`config.mk`:
```
export PLATFORM = sky130hd
export DESIGN_NAME = fejkon_fc_stats_flat
export DESIGN_NICKNAME = d
export VERILOG_FILES = /design/src/rtl/fejkon_fc_pkg.sv /design/src/rtl/fejkon_fc_stats_if.sv /design/src/rtl/fejkon_st_skid.sv /design/src/rtl/fejkon_fc_stats.sv /design/src/flat_wrapper.sv
export SDC_FILE = /design/constraint.sdc
export NUM_CORES = 2
export LEC_CHECK = 0
export BUFFER_PORTS_ARGS = -buffer_cell sky130_fd_sc_hd__buf_2
export CORE_MARGIN = 2
export CORE_UTILIZATION = 40
export CTS_CLUSTER_SIZE = 30
export DETAILED_ROUTE_END_ITERATION = 12
export SYNTH_ARGS = -nofsm -noshare
export SYNTH_HDL_FRONTEND = slang
export SYNTH_HIERARCHICAL = 1
export SYNTH_SLANG_ARGS = --single-unit
```
`constraint.sdc`:
```
create_clock -name clk -period 2.7 [get_ports clk]
set_input_delay 0.54 -clock clk [delete_from_list [all_inputs] [get_ports clk]]
set_output_delay 0.54 -clock clk [all_outputs]
set_load 0.005 [all_outputs]
```
`src/rtl/fejkon_fc_pkg.sv`:
```
// Shared types and constants for the FC statistics monitor and its pipeline stage.
package fejkon_fc_pkg;

    localparam int BEAT_BYTES = 32;

    localparam logic [7:0] CSR_CTRL    = 8'h00;
    localparam logic [7:0] CSR_BAD_CH  = 8'h01;
    localparam logic [7:0] CSR_NCH     = 8'h02;
    localparam logic [7:0] CSR_CH_BASE = 8'h10;

    typedef struct packed {
        logic [3:0]   channel;
        logic [255:0] data;
        logic         sop;
        logic         eop;
        logic [4:0]   empty;
    } st_beat_t;

    typedef enum logic {
        IDLE   = 1'b0,
        IN_PKT = 1'b1
    } framer_state_e;

    // Empty only means something on the EOP beat.
    function automatic logic [5:0] beat_bytes(input logic eop, input logic [4:0] empty);
        return eop ? 6'(BEAT_BYTES) - {1'b0, empty} : 6'(BEAT_BYTES);
    endfunction

endpackage

```
`src/rtl/fejkon_fc_stats_if.sv`:
```
// Avalon-ST beat bundle; master drives the beat, slave drives ready.
interface fejkon_fc_stats_if;
    logic [3:0]   channel;
    logic [255:0] data;
    logic         startofpacket;
    logic         endofpacket;
    logic [4:0]   empty;
    logic         valid;
    logic         ready;

    modport master (output channel, data, startofpacket, endofpacket, empty, valid,
                    input  ready);
    modport slave  (input  channel, data, startofpacket, endofpacket, empty, valid,
                    output ready);
endinterface

```
`src/rtl/fejkon_st_skid.sv`:
```
// Registered-ready pipeline stage: one output register plus one skid entry.
module fejkon_st_skid
    import fejkon_fc_pkg::*;
(
    input  logic     clk,
    input  logic     reset_n,
    input  st_beat_t in_beat,
    input  logic     in_valid,
    output logic     in_ready,
    output st_beat_t out_beat,
    output logic     out_valid,
    input  logic     out_ready
);
    st_beat_t skid_beat;
    logic     skid_valid;
    logic     skid_valid_nx;
    logic     out_free;
    logic     accept;

    // in_ready mirrors !skid_valid, so an accept never coincides with a full skid entry.
    always_comb begin
        out_free      = !out_valid || out_ready;
        accept        = in_valid && in_ready;
        skid_valid_nx = skid_valid;
        if (out_free)
            skid_valid_nx = 1'b0;
        else if (accept)
            skid_valid_nx = 1'b1;
    end

    always_ff @(posedge clk or negedge reset_n) begin
        if (!reset_n) begin
            out_beat   <= '0;
            out_valid  <= 1'b0;
            skid_beat  <= '0;
            skid_valid <= 1'b0;
            in_ready   <= 1'b0;
        end else begin
            skid_valid <= skid_valid_nx;
            in_ready   <= !skid_valid_nx;
            if (out_free) begin
                if (skid_valid) begin
                    out_beat  <= skid_beat;
                    out_valid <= 1'b1;
                end else begin
                    out_valid <= accept;
                    if (accept)
                        out_beat <= in_beat;
                end
            end else if (accept) begin
                skid_beat <= in_beat;
            end
        end
    end
endmodule

```
`src/rtl/fejkon_fc_stats.sv`:
```
// Pass-through FC stream monitor with per-channel packet/byte/error counters and CSR access.
//   state  | meaning
//   IDLE   | between packets, next legal beat is SOP
//   IN_PKT | inside a packet on cur_ch
module fejkon_fc_stats
    import fejkon_fc_pkg::*;
#(
    parameter int NUM_CHANNELS = 4,
    parameter int CNT_W        = 32,
    parameter int ERR_W        = 16
) (
    input  logic                     clk,
    input  logic                     reset_n,
    fejkon_fc_stats_if.slave         st_in,
    fejkon_fc_stats_if.master        st_out,
    input  logic [7:0]               csr_address,
    input  logic                     csr_read,
    input  logic                     csr_write,
    input  logic [31:0]              csr_writedata,
    output logic [31:0]              csr_readdata
);
    localparam int CH_W = (NUM_CHANNELS > 1) ? $clog2(NUM_CHANNELS) : 1;

    st_beat_t in_beat, out_beat;
    logic     in_ready, out_valid, accept, ch_ok, clr, bad_hit, unused_wdata;
    logic [CH_W-1:0]         ch_idx, cur_idx;
    logic [3:0]              cur_ch, cur_ch_nx;
    logic [5:0]              byte_amt;
    logic [NUM_CHANNELS-1:0] pkt_hit, byte_hit, err_hit;
    framer_state_e           state, state_nx;

    logic [CNT_W-1:0] pkt_cnt  [NUM_CHANNELS];
    logic [CNT_W-1:0] byte_cnt [NUM_CHANNELS];
    logic [ERR_W-1:0] err_cnt  [NUM_CHANNELS];
    logic [ERR_W-1:0] bad_ch;

    logic [7:0]  rd_off;
    logic [5:0]  rd_idx;
    logic [31:0] rd_val;

    assign in_beat.channel = st_in.channel;
    assign in_beat.data    = st_in.data;
    assign in_beat.sop     = st_in.startofpacket;
    assign in_beat.eop     = st_in.endofpacket;
    assign in_beat.empty   = st_in.empty;

    fejkon_st_skid u_skid (
        .clk       (clk),
        .reset_n   (reset_n),
        .in_beat   (in_beat),
        .in_valid  (st_in.valid),
        .in_ready  (in_ready),
        .out_beat  (out_beat),
        .out_valid (out_valid),
        .out_ready (st_out.ready)
    );

    assign st_in.ready          = in_ready;
    assign st_out.valid         = out_valid;
    assign st_out.channel       = out_beat.channel;
    assign st_out.data          = out_beat.data;
    assign st_out.startofpacket = out_beat.sop;
    assign st_out.endofpacket   = out_beat.eop;
    assign st_out.empty         = out_beat.empty;

    assign accept   = st_in.valid && in_ready;
    assign ch_ok    = {28'd0, st_in.channel} < 32'(NUM_CHANNELS);
    assign ch_idx   = st_in.channel[CH_W-1:0];
    assign cur_idx  = cur_ch[CH_W-1:0];
    assign byte_amt = beat_bytes(st_in.endofpacket, st_in.empty);

    always_ff @(posedge clk or negedge reset_n) begin
        if (!reset_n) begin
            state  <= IDLE;
            cur_ch <= '0;
        end else begin
            state  <= state_nx;
            cur_ch <= cur_ch_nx;
        end
    end

    always_comb begin
        state_nx  = state;
        cur_ch_nx = cur_ch;
        if (accept && ch_ok) begin
            if (st_in.startofpacket) begin
                state_nx  = st_in.endofpacket ? IDLE : IN_PKT;
                cur_ch_nx = st_in.channel;
            end else if (state == IN_PKT && st_in.channel == cur_ch && st_in.endofpacket) begin
                state_nx = IDLE;
            end
        end
    end

    // An SOP inside a packet charges the error to the abandoned channel, then restarts.
    always_comb begin
        pkt_hit  = '0;
        byte_hit = '0;
        err_hit  = '0;
        bad_hit  = accept && !ch_ok;
        if (accept && ch_ok) begin
            if (st_in.startofpacket) begin
                byte_hit[ch_idx] = 1'b1;
                pkt_hit[ch_idx]  = st_in.endofpacket;
                if (state == IN_PKT)
                    err_hit[cur_idx] = 1'b1;
            end else if (state == IN_PKT && st_in.channel == cur_ch) begin
                byte_hit[ch_idx] = 1'b1;
                pkt_hit[ch_idx]  = st_in.endofpacket;
            end else begin
                err_hit[ch_idx] = 1'b1;
            end
        end
    end

    assign clr          = csr_write && csr_address == CSR_CTRL && csr_writedata[0];
    assign unused_wdata = ^csr_writedata[31:1];

    always_ff @(posedge clk or negedge reset_n) begin
        if (!reset_n) begin
            for (int i = 0; i < NUM_CHANNELS; i++) begin
                pkt_cnt[i]  <= '0;
                byte_cnt[i] <= '0;
                err_cnt[i]  <= '0;
            end
            bad_ch <= '0;
        end else if (clr) begin
            for (int i = 0; i < NUM_CHANNELS; i++) begin
                pkt_cnt[i]  <= '0;
                byte_cnt[i] <= '0;
                err_cnt[i]  <= '0;
            end
            bad_ch <= '0;
        end else begin
            for (int i = 0; i < NUM_CHANNELS; i++) begin
                if (pkt_hit[i])
                    pkt_cnt[i] <= pkt_cnt[i] + CNT_W'(1);
                if (byte_hit[i])
                    byte_cnt[i] <= byte_cnt[i] + CNT_W'(byte_amt);
                if (err_hit[i] && err_cnt[i] != '1)
                    err_cnt[i] <= err_cnt[i] + ERR_W'(1);
            end
            if (bad_hit && bad_ch != '1)
                bad_ch <= bad_ch + ERR_W'(1);
        end
    end

    always_comb begin
        rd_off = csr_address - CSR_CH_BASE;
        rd_idx = rd_off[7:2];
        rd_val = '1;
        if (csr_address == CSR_CTRL)
            rd_val = '0;
        else if (csr_address == CSR_BAD_CH)
            rd_val = 32'(bad_ch);
        else if (csr_address == CSR_NCH)
            rd_val = 32'(NUM_CHANNELS);
        else if (csr_address >= CSR_CH_BASE && {2'b00, rd_idx} < 8'(NUM_CHANNELS)) begin
            case (rd_off[1:0])
                2'd0:    rd_val = 32'(pkt_cnt[rd_idx[CH_W-1:0]]);
                2'd1:    rd_val = 32'(byte_cnt[rd_idx[CH_W-1:0]]);
                2'd2:    rd_val = 32'(err_cnt[rd_idx[CH_W-1:0]]);
                default: rd_val = '0;
            endcase
        end
    end

    always_ff @(posedge clk or negedge reset_n) begin
        if (!reset_n)
            csr_readdata <= '0;
        else if (csr_read)
            csr_readdata <= rd_val;
    end
endmodule

```
`src/flat_wrapper.sv`:
```
// flat-port wrapper written by rule: the top's interface ports become plain ports
module fejkon_fc_stats_flat import fejkon_fc_pkg::*;
#(
    parameter int NUM_CHANNELS = 4,
    parameter int CNT_W        = 32,
    parameter int ERR_W        = 16
)
  (clk, reset_n, csr_address, csr_read, csr_write, csr_writedata, csr_readdata, st_in_channel, st_in_data, st_in_startofpacket, st_in_endofpacket, st_in_empty, st_in_valid, st_in_ready, st_out_channel, st_out_data, st_out_startofpacket, st_out_endofpacket, st_out_empty, st_out_valid, st_out_ready);
  fejkon_fc_stats_if st_in_i ();
  fejkon_fc_stats_if st_out_i ();
  input  logic clk;
  input  logic reset_n;
  input  logic [7:0] csr_address;
  input  logic csr_read;
  input  logic csr_write;
  input  logic [31:0] csr_writedata;
  output logic [31:0] csr_readdata;
  input wire logic [$bits(st_in_i.channel)-1:0] st_in_channel;
  input wire logic [$bits(st_in_i.data)-1:0] st_in_data;
  input wire logic [$bits(st_in_i.startofpacket)-1:0] st_in_startofpacket;
  input wire logic [$bits(st_in_i.endofpacket)-1:0] st_in_endofpacket;
  input wire logic [$bits(st_in_i.empty)-1:0] st_in_empty;
  input wire logic [$bits(st_in_i.valid)-1:0] st_in_valid;
  output wire logic [$bits(st_in_i.ready)-1:0] st_in_ready;
  output wire logic [$bits(st_out_i.channel)-1:0] st_out_channel;
  output wire logic [$bits(st_out_i.data)-1:0] st_out_data;
  output wire logic [$bits(st_out_i.startofpacket)-1:0] st_out_startofpacket;
  output wire logic [$bits(st_out_i.endofpacket)-1:0] st_out_endofpacket;
  output wire logic [$bits(st_out_i.empty)-1:0] st_out_empty;
  output wire logic [$bits(st_out_i.valid)-1:0] st_out_valid;
  input wire logic [$bits(st_out_i.ready)-1:0] st_out_ready;
  assign st_in_i.channel = st_in_channel;
  assign st_in_i.data = st_in_data;
  assign st_in_i.startofpacket = st_in_startofpacket;
  assign st_in_i.endofpacket = st_in_endofpacket;
  assign st_in_i.empty = st_in_empty;
  assign st_in_i.valid = st_in_valid;
  assign st_in_ready = st_in_i.ready;
  assign st_out_channel = st_out_i.channel;
  assign st_out_data = st_out_i.data;
  assign st_out_startofpacket = st_out_i.startofpacket;
  assign st_out_endofpacket = st_out_i.endofpacket;
  assign st_out_empty = st_out_i.empty;
  assign st_out_valid = st_out_i.valid;
  assign st_out_i.ready = st_out_ready;
  fejkon_fc_stats #(.NUM_CHANNELS(NUM_CHANNELS), .CNT_W(CNT_W), .ERR_W(ERR_W)) u_core (.clk(clk), .reset_n(reset_n), .st_in(st_in_i), .st_out(st_out_i), .csr_address(csr_address), .csr_read(csr_read), .csr_write(csr_write), .csr_writedata(csr_writedata), .csr_readdata(csr_readdata));
endmodule
```
* Word-level counts from Yosys, hierarchy flattened *
Index checks and enable logic that the tools add are counted.

storage, ports and cells
  output and inout bits = 301
  logic and storage cells = 159
  input bits = 313
  flip-flop bits (word level) = 910

operators by class
  mux-type cells = 54
  bitwise operators = 3
  equal/unequal tests = 10
  add/sub/neg operators = 15
  magnitude comparators = 8
  reductions and logical operators = 40

operator list
  operator                                                                count
  267-bit 2-to-1 mux                                                      2
  32-bit 2-to-1 mux                                                       16
  128-bit 2-to-1 mux                                                      2
  32-bit by 1-bit adder with 32-bit output (second input constant)        4
  32-bit by 6-bit adder with 32-bit output                                4
  32-bit binary-select mux with 2-bit select                              2
  16-bit 2-to-1 mux                                                       8
  32-bit case mux with 3 select lines                                     1
  16-bit by 1-bit adder with 16-bit output (second input constant)        5
  16-bit != test (second input constant)                                  5
  64-bit 2-to-1 mux                                                       1
  4-bit 2-to-1 mux                                                        10
  16-bit binary-select mux with 2-bit select                              1
  2-bit nonzero test                                                      15
  1-bit logical AND                                                       15
  8-bit by 1-bit == test with 1-bit output (second input constant)        1
  8-bit by 2-bit == test with 1-bit output (second input constant)        1
  8-bit by 5-bit >= comparator with 1-bit output (second input constant)  1
  8-bit logical NOT                                                       1
  1-bit 2-to-1 mux                                                        8
  2-bit AND reduction                                                     4
  8-bit by 5-bit subtractor with 8-bit output (second input constant)     1
  2-bit by 3-bit < comparator with 1-bit output (second input constant)   2
  6-bit by 3-bit < comparator with 1-bit output (second input constant)   1
  15 further kinds                                                        19

* Depth between registers and ports, before layout *
  depth in word-level cells = 10
  gate-level depth with buffers = 14
  gate-level depth less buffers = 12

* Modules after synthesis *
The synthesis kept the hierarchy.

modules (own cells, without submodules)
  module           cells an instance  times used  area an instance (um^2)  seq. area each (um^2)
  fejkon_st_skid   1434               1           24546.0                  13437.9
  fejkon_fc_stats  2332               1           22246.3                  9334.0

* Least setup slack after synthesis *
Ideal clock, no wire load.

  path kind = input-to-reg
  start = in st_in_endofpacket
  end = reg u_core/byte_cnt[126] in the netlist's numbering
  library setup time = 0.132 ns
  path buffers = 3
  path slack = -0.485 ns
  cell stages on the path = 13
  data required time = 2.568 ns
  data arrival time = 3.053 ns
  cell sequence = buf_2 > buf_2 > and2_1 > inv_1 > fa_1 > nor2b_1 > a31oi_1 > o21a_1 > a211o_1 > clkbuf_1 > a311oi_1 > xnor2_1 > nor2_1

between the ends
  longest elaborated chain between the ends = 4

ends and longest elaborated chain
  item                                      line                    RTL
  from (decl)                               flat_wrapper.sv:21      input wire logic [$bits(st_in_i.endofpacket)-1:0] st_in_endofpacket;
  6-bit 2-to-1 mux                          fejkon_fc_pkg.sv:26     return eop ? 6'(BEAT_BYTES) - {1'b0, empty} : 6'(BEAT_BYTES);
  32-bit by 6-bit adder with 32-bit output  fejkon_fc_stats.sv:139  byte_cnt[i] <= byte_cnt[i] + CNT_W'(byte_amt);
  32-bit 2-to-1 mux                         fejkon_fc_stats.sv:138  if (byte_hit[i])
  128-bit 2-to-1 mux                        fejkon_fc_stats.sv:127  end else if (clr) begin
  to (signal, indexed assignment)           fejkon_fc_stats.sv:139
  to (decl)                                 fejkon_fc_stats.sv:33   logic [CNT_W-1:0] byte_cnt [NUM_CHANNELS];

No other way between the ends. The select of a mux whose other input is x is not followed.
A chain may end at the register's enable or synchronous reset.

* Final worst setup path *
  start = reg u_core.u_skid.in_ready
  end = reg u_core/pkt_cnt[22] in the netlist's numbering

between the ends
  longest elaborated chain between the ends = 4

ends and longest elaborated chain
  item                             line                    RTL
  from (decl)                      fejkon_st_skid.sv:9     output logic in_ready,
  from (signal assigned)           fejkon_st_skid.sv:40    in_ready <= !skid_valid_nx;
  1-bit logical AND                fejkon_fc_stats.sv:66   assign accept = st_in.valid && in_ready;
  1-bit logical AND                fejkon_fc_stats.sv:101  if (accept && ch_ok) begin
  4-bit 2-to-1 mux                 fejkon_fc_stats.sv:101
  2-bit nonzero test (no line)     -
  to (signal, indexed assignment)  fejkon_fc_stats.sv:137  pkt_cnt[i] <= pkt_cnt[i] + CNT_W'(1);
  to (decl)                        fejkon_fc_stats.sv:32   logic [CNT_W-1:0] pkt_cnt [NUM_CHANNELS];

No other way between the ends.

==> flow_summary.yaml <==
final_layout:
  mostFrequentLayoutCells: "909 x dfrtp_1, 579 x buf_2, 445 x mux2_2"
  final_common_cell: "dfrtp_1"
  final_util_pct: 49.23
  syn2layout_area_growth_pct: 22.08
  drive_above_1_share_pct: 42.80
  layout.nets: 4881
sta:
  slew_violations: 0
  period_needed_ns: 2.611
  max_freq_mhz: 382.9
  hold_violations: 0
  fin_crit_sh_pct: 96.72
  slew_headroom_pct: 48.96
  setup_viol_count_final: 0
  rsz0062_at_grt: "yes"
  tns_ns: 0
  tightest_slew_ns: 0.7655
  hold_ws_ns: 0.07591
  skew_ns: 0.02244
grt:
  antenna_found_initial: 31
  first_global_vias: 32950
  grt_pass1_wl_um: 207500
  grt_max_degree: 107
  grt_usage_pct: 22.37
  overflow: 0
cts:
  post_cts_buffers: 0
  root_buffer: "clkbuf_16"
  cts-buffers-inserted: 101
  clockBufferDepth: 3
  clkSinkCount: 910
  clk_pin_slew_ns: 0.06
  clk-insertion-delay-late_ns: 0.69
  h-tree-depth: 3
  cts_tree: "yes"
routing:
  detail-route-antenna-nets: 0
  num_vias: 32790
  initialDrtViolationCount: 2510
  vias_per_cell: 5.316
  drc: 0
  wirelength_um: 135800
  routedWlPerCell_um: 22.02
  first_pass_iters: 5
place:
  numPortBuffers: 582
  detailedPlacementHpwl_um: 99060
  gp_congestion: 0.8800
synthesis:
  synth_ff_type: "dfrtp_1"
  synth_area_mm2: 0.04679
  ys_ff_latch: 910
  synth.area.top_cells: "dfrtp_1 49%, mux2_2 11%, mux2_4 11%"
  synth-edff-count: 0
  yosys.area.top_type: "dfrtp_1"
  synth_cell_types: 88
  synthArstFlopShare_pct: 100.0
  yosys_warnings: 6
  seq_area_frac_synth_pct: 48.67
  synth_cells: 3766
  syn-num-nets: 4106
  syn_avg_cell_area_um2: 12.42
  synth_top_area_share_pct: 48.67
pwr:
  leakage_uw: 0.02612
  peakVddDrop_mv: 0.5069
  p_per_area_mw_per_mm2: 738.6
  p_total_uw: 42190
min_path:
  hold_end: "u_core/u_skid/skid_beat[250]$_DFFE_PN0P_"
  holdCritPathClass: "input port to register"
  worstHoldStart: "st_in_data[243]"
  min_path_cells: 2
worst_setup_path:
  cp_data_required_time_ns: 3.25
  setup.worst_path.end_class: "register"
  critPathArrivalTime_ns: 3.16
  critPathMaxFanout: 2
  reg2reg_slack_ns: 0.09
  start_kind: "register"
  r2r-end: "u_core/pkt_cnt[22]$_DFFE_PN0P_"
  timing.rr.start: "u_core/u_skid/in_ready$_DFF_PN0_"
  reg2reg_depth: 9
  crit_type: "register to register"
floorplanning:
  rows: 125
  dieArea_mm2: 0.1197
  die_width_um: 346.0
  boundaryPins: 614
  start_util_pct: 40.32
  die-height_um: 346.0
  coreArea_mm2: 0.1160
status:
  outcome: "finished, final reports clean"
flow_run:
  maxCapViolations: 0
-- cell type report --
class | count | area [um^2]
diodes | 15 | 37.54
clock buffers | 155 | 3092
clock inverters | 35 | 485.5
fillers | 10360 | 58920
inverters | 108 | 425.4
multi-input cells | 2540 | 22620
flip-flops and latches | 910 | 22780
well taps | 1524 | 1907
repair buffers | 880 | 5781
-- synth_stat cells (6+ instances only) --
cell type	n
or3_1	51
ha_1	23
a211oi_1	8
inv_1	108
and3_1	63
or2_2	6
or4_1	14
o211ai_1	20
buf_1	22
dfrtp_1	910
o22ai_1	17
mux2_2	445
mux2i_1	44
and2_1	20
mux2_1	30
nor3_1	68
a21oi_1	69
and4_1	31
mux4_2	80
nand2_1	149
nand3_1	91
o21ai_0	100
nand3b_1	6
nor2_1	348
buf_6	56
buf_2	43
nor4_1	35
nand2b_1	12
clkbuf_1	84
o2111ai_1	6
o31ai_1	14
o21a_1	9
xor2_1	105
mux2_4	330
a311oi_1	14
o221ai_1	14
a31oi_1	8
o21ai_1	7
nand4_1	63
xnor2_1	170
-- critical path: stages, from the launching register on --
cell and delay, ns:
dfrtp_1 0.34, nand4bb_1 0.20, or4_1 0.57, o21ai_1 0.16
buf_4 0.16, o2111ai_1 0.11, buf_4 0.19, or4_1 0.52
xor2_1 0.18, nor2_1 0.06
-- worst max path at each step --
stage / slack (ns) / from / cells past startpoint / endpoint
6_report: 0.09 / u_core/u_skid/in_ready$_DFF_PN0_ / 9 / u_core/pkt_cnt[22]$_DFFE_PN0P_
5_1_grt: -0.007 / u_core/u_skid/in_ready$_DFF_PN0_ / 10 / u_core/pkt_cnt[22]$_DFFE_PN0P_
4_1_cts: 0.06 / u_core/u_skid/in_ready$_DFF_PN0_ / 9 / u_core/byte_cnt[119]$_DFFE_PN0P_
3_5_place_dp: -0.52 / st_in_empty[0] / 14 / u_core/byte_cnt[20]$_DFFE_PN0P_
3_3_place_gp: -0.48 / st_in_empty[0] / 14 / u_core/byte_cnt[20]$_DFFE_PN0P_
2_1_floorplan: -0.09 / st_in_empty[0] / 13 / u_core/byte_cnt[120]$_DFFE_PN0P_
-- cells by family after synthesis --
logic type	count (synthesis)	share of synthesized area, %
AND/OR/NAND/NOR	985	10.48
XOR/XNOR	275	5.147
multiplexers	929	26.81
flip-flops	910	48.67
adder cells (fa/ha/maj)	31	0.8717
buffers and inverters	316	3.572
AO/OA/AOI/OAI	320	4.449
-- power breakdown --
group | internal, uW | switching [uW]
registers | 16400 | 1700
clock network | 8770 | 5900
logic | 5450 | 4000
-- sequential cells by signal, indices dropped and copies added (netlist names) --
signal                    cells
u_core/bad_ch                16
u_core/byte_cnt             128
u_core/csr_readdata          32
u_core/cur_ch                 4
u_core/err_cnt               64
u_core/pkt_cnt              128
u_core/state                  1
u_core/u_skid/in_ready        1
u_core/u_skid/out_beat      267
u_core/u_skid/out_valid       1
u_core/u_skid/skid_beat     267
u_core/u_skid/skid_valid      1
-- layer usage --
metal | routed length (um) | up-vias | GRT usage, %
met5 | 146 | - | 0
met1 | 60570 | 16600 | 30.33
met4 | 4749 | 22 | 8.422
li1 | - | 15070 | -
met3 | 7852 | 234 | 4.834
met2 | 62490 | 856 | 35.13
-- timing repair --
| action | CTS | global route |
|---|---|---|
| hold endpoints to repair | 24 | 0 |
| hold buffers | 1 | 0 |
| setup endpoints to repair | 7 | 19 |
| gates cloned | 0 | 0 |
| gates resized for setup | 2 | 7 |
-- stage by stage --
stage          cells  instance area [um^2]  setup WS, ns
2_1_floorplan   3766                 47080      -0.08854
3_3_place_gp    5961                 53450       -0.4762
3_5_place_dp    5961                 53450       -0.5238
4_1_cts         6152                 57050       0.05832
5_1_grt         6165                 57120     -0.007356
6_report        6167                 57130       0.08856
No activity file was read; power rests on OpenSTA's default activity.
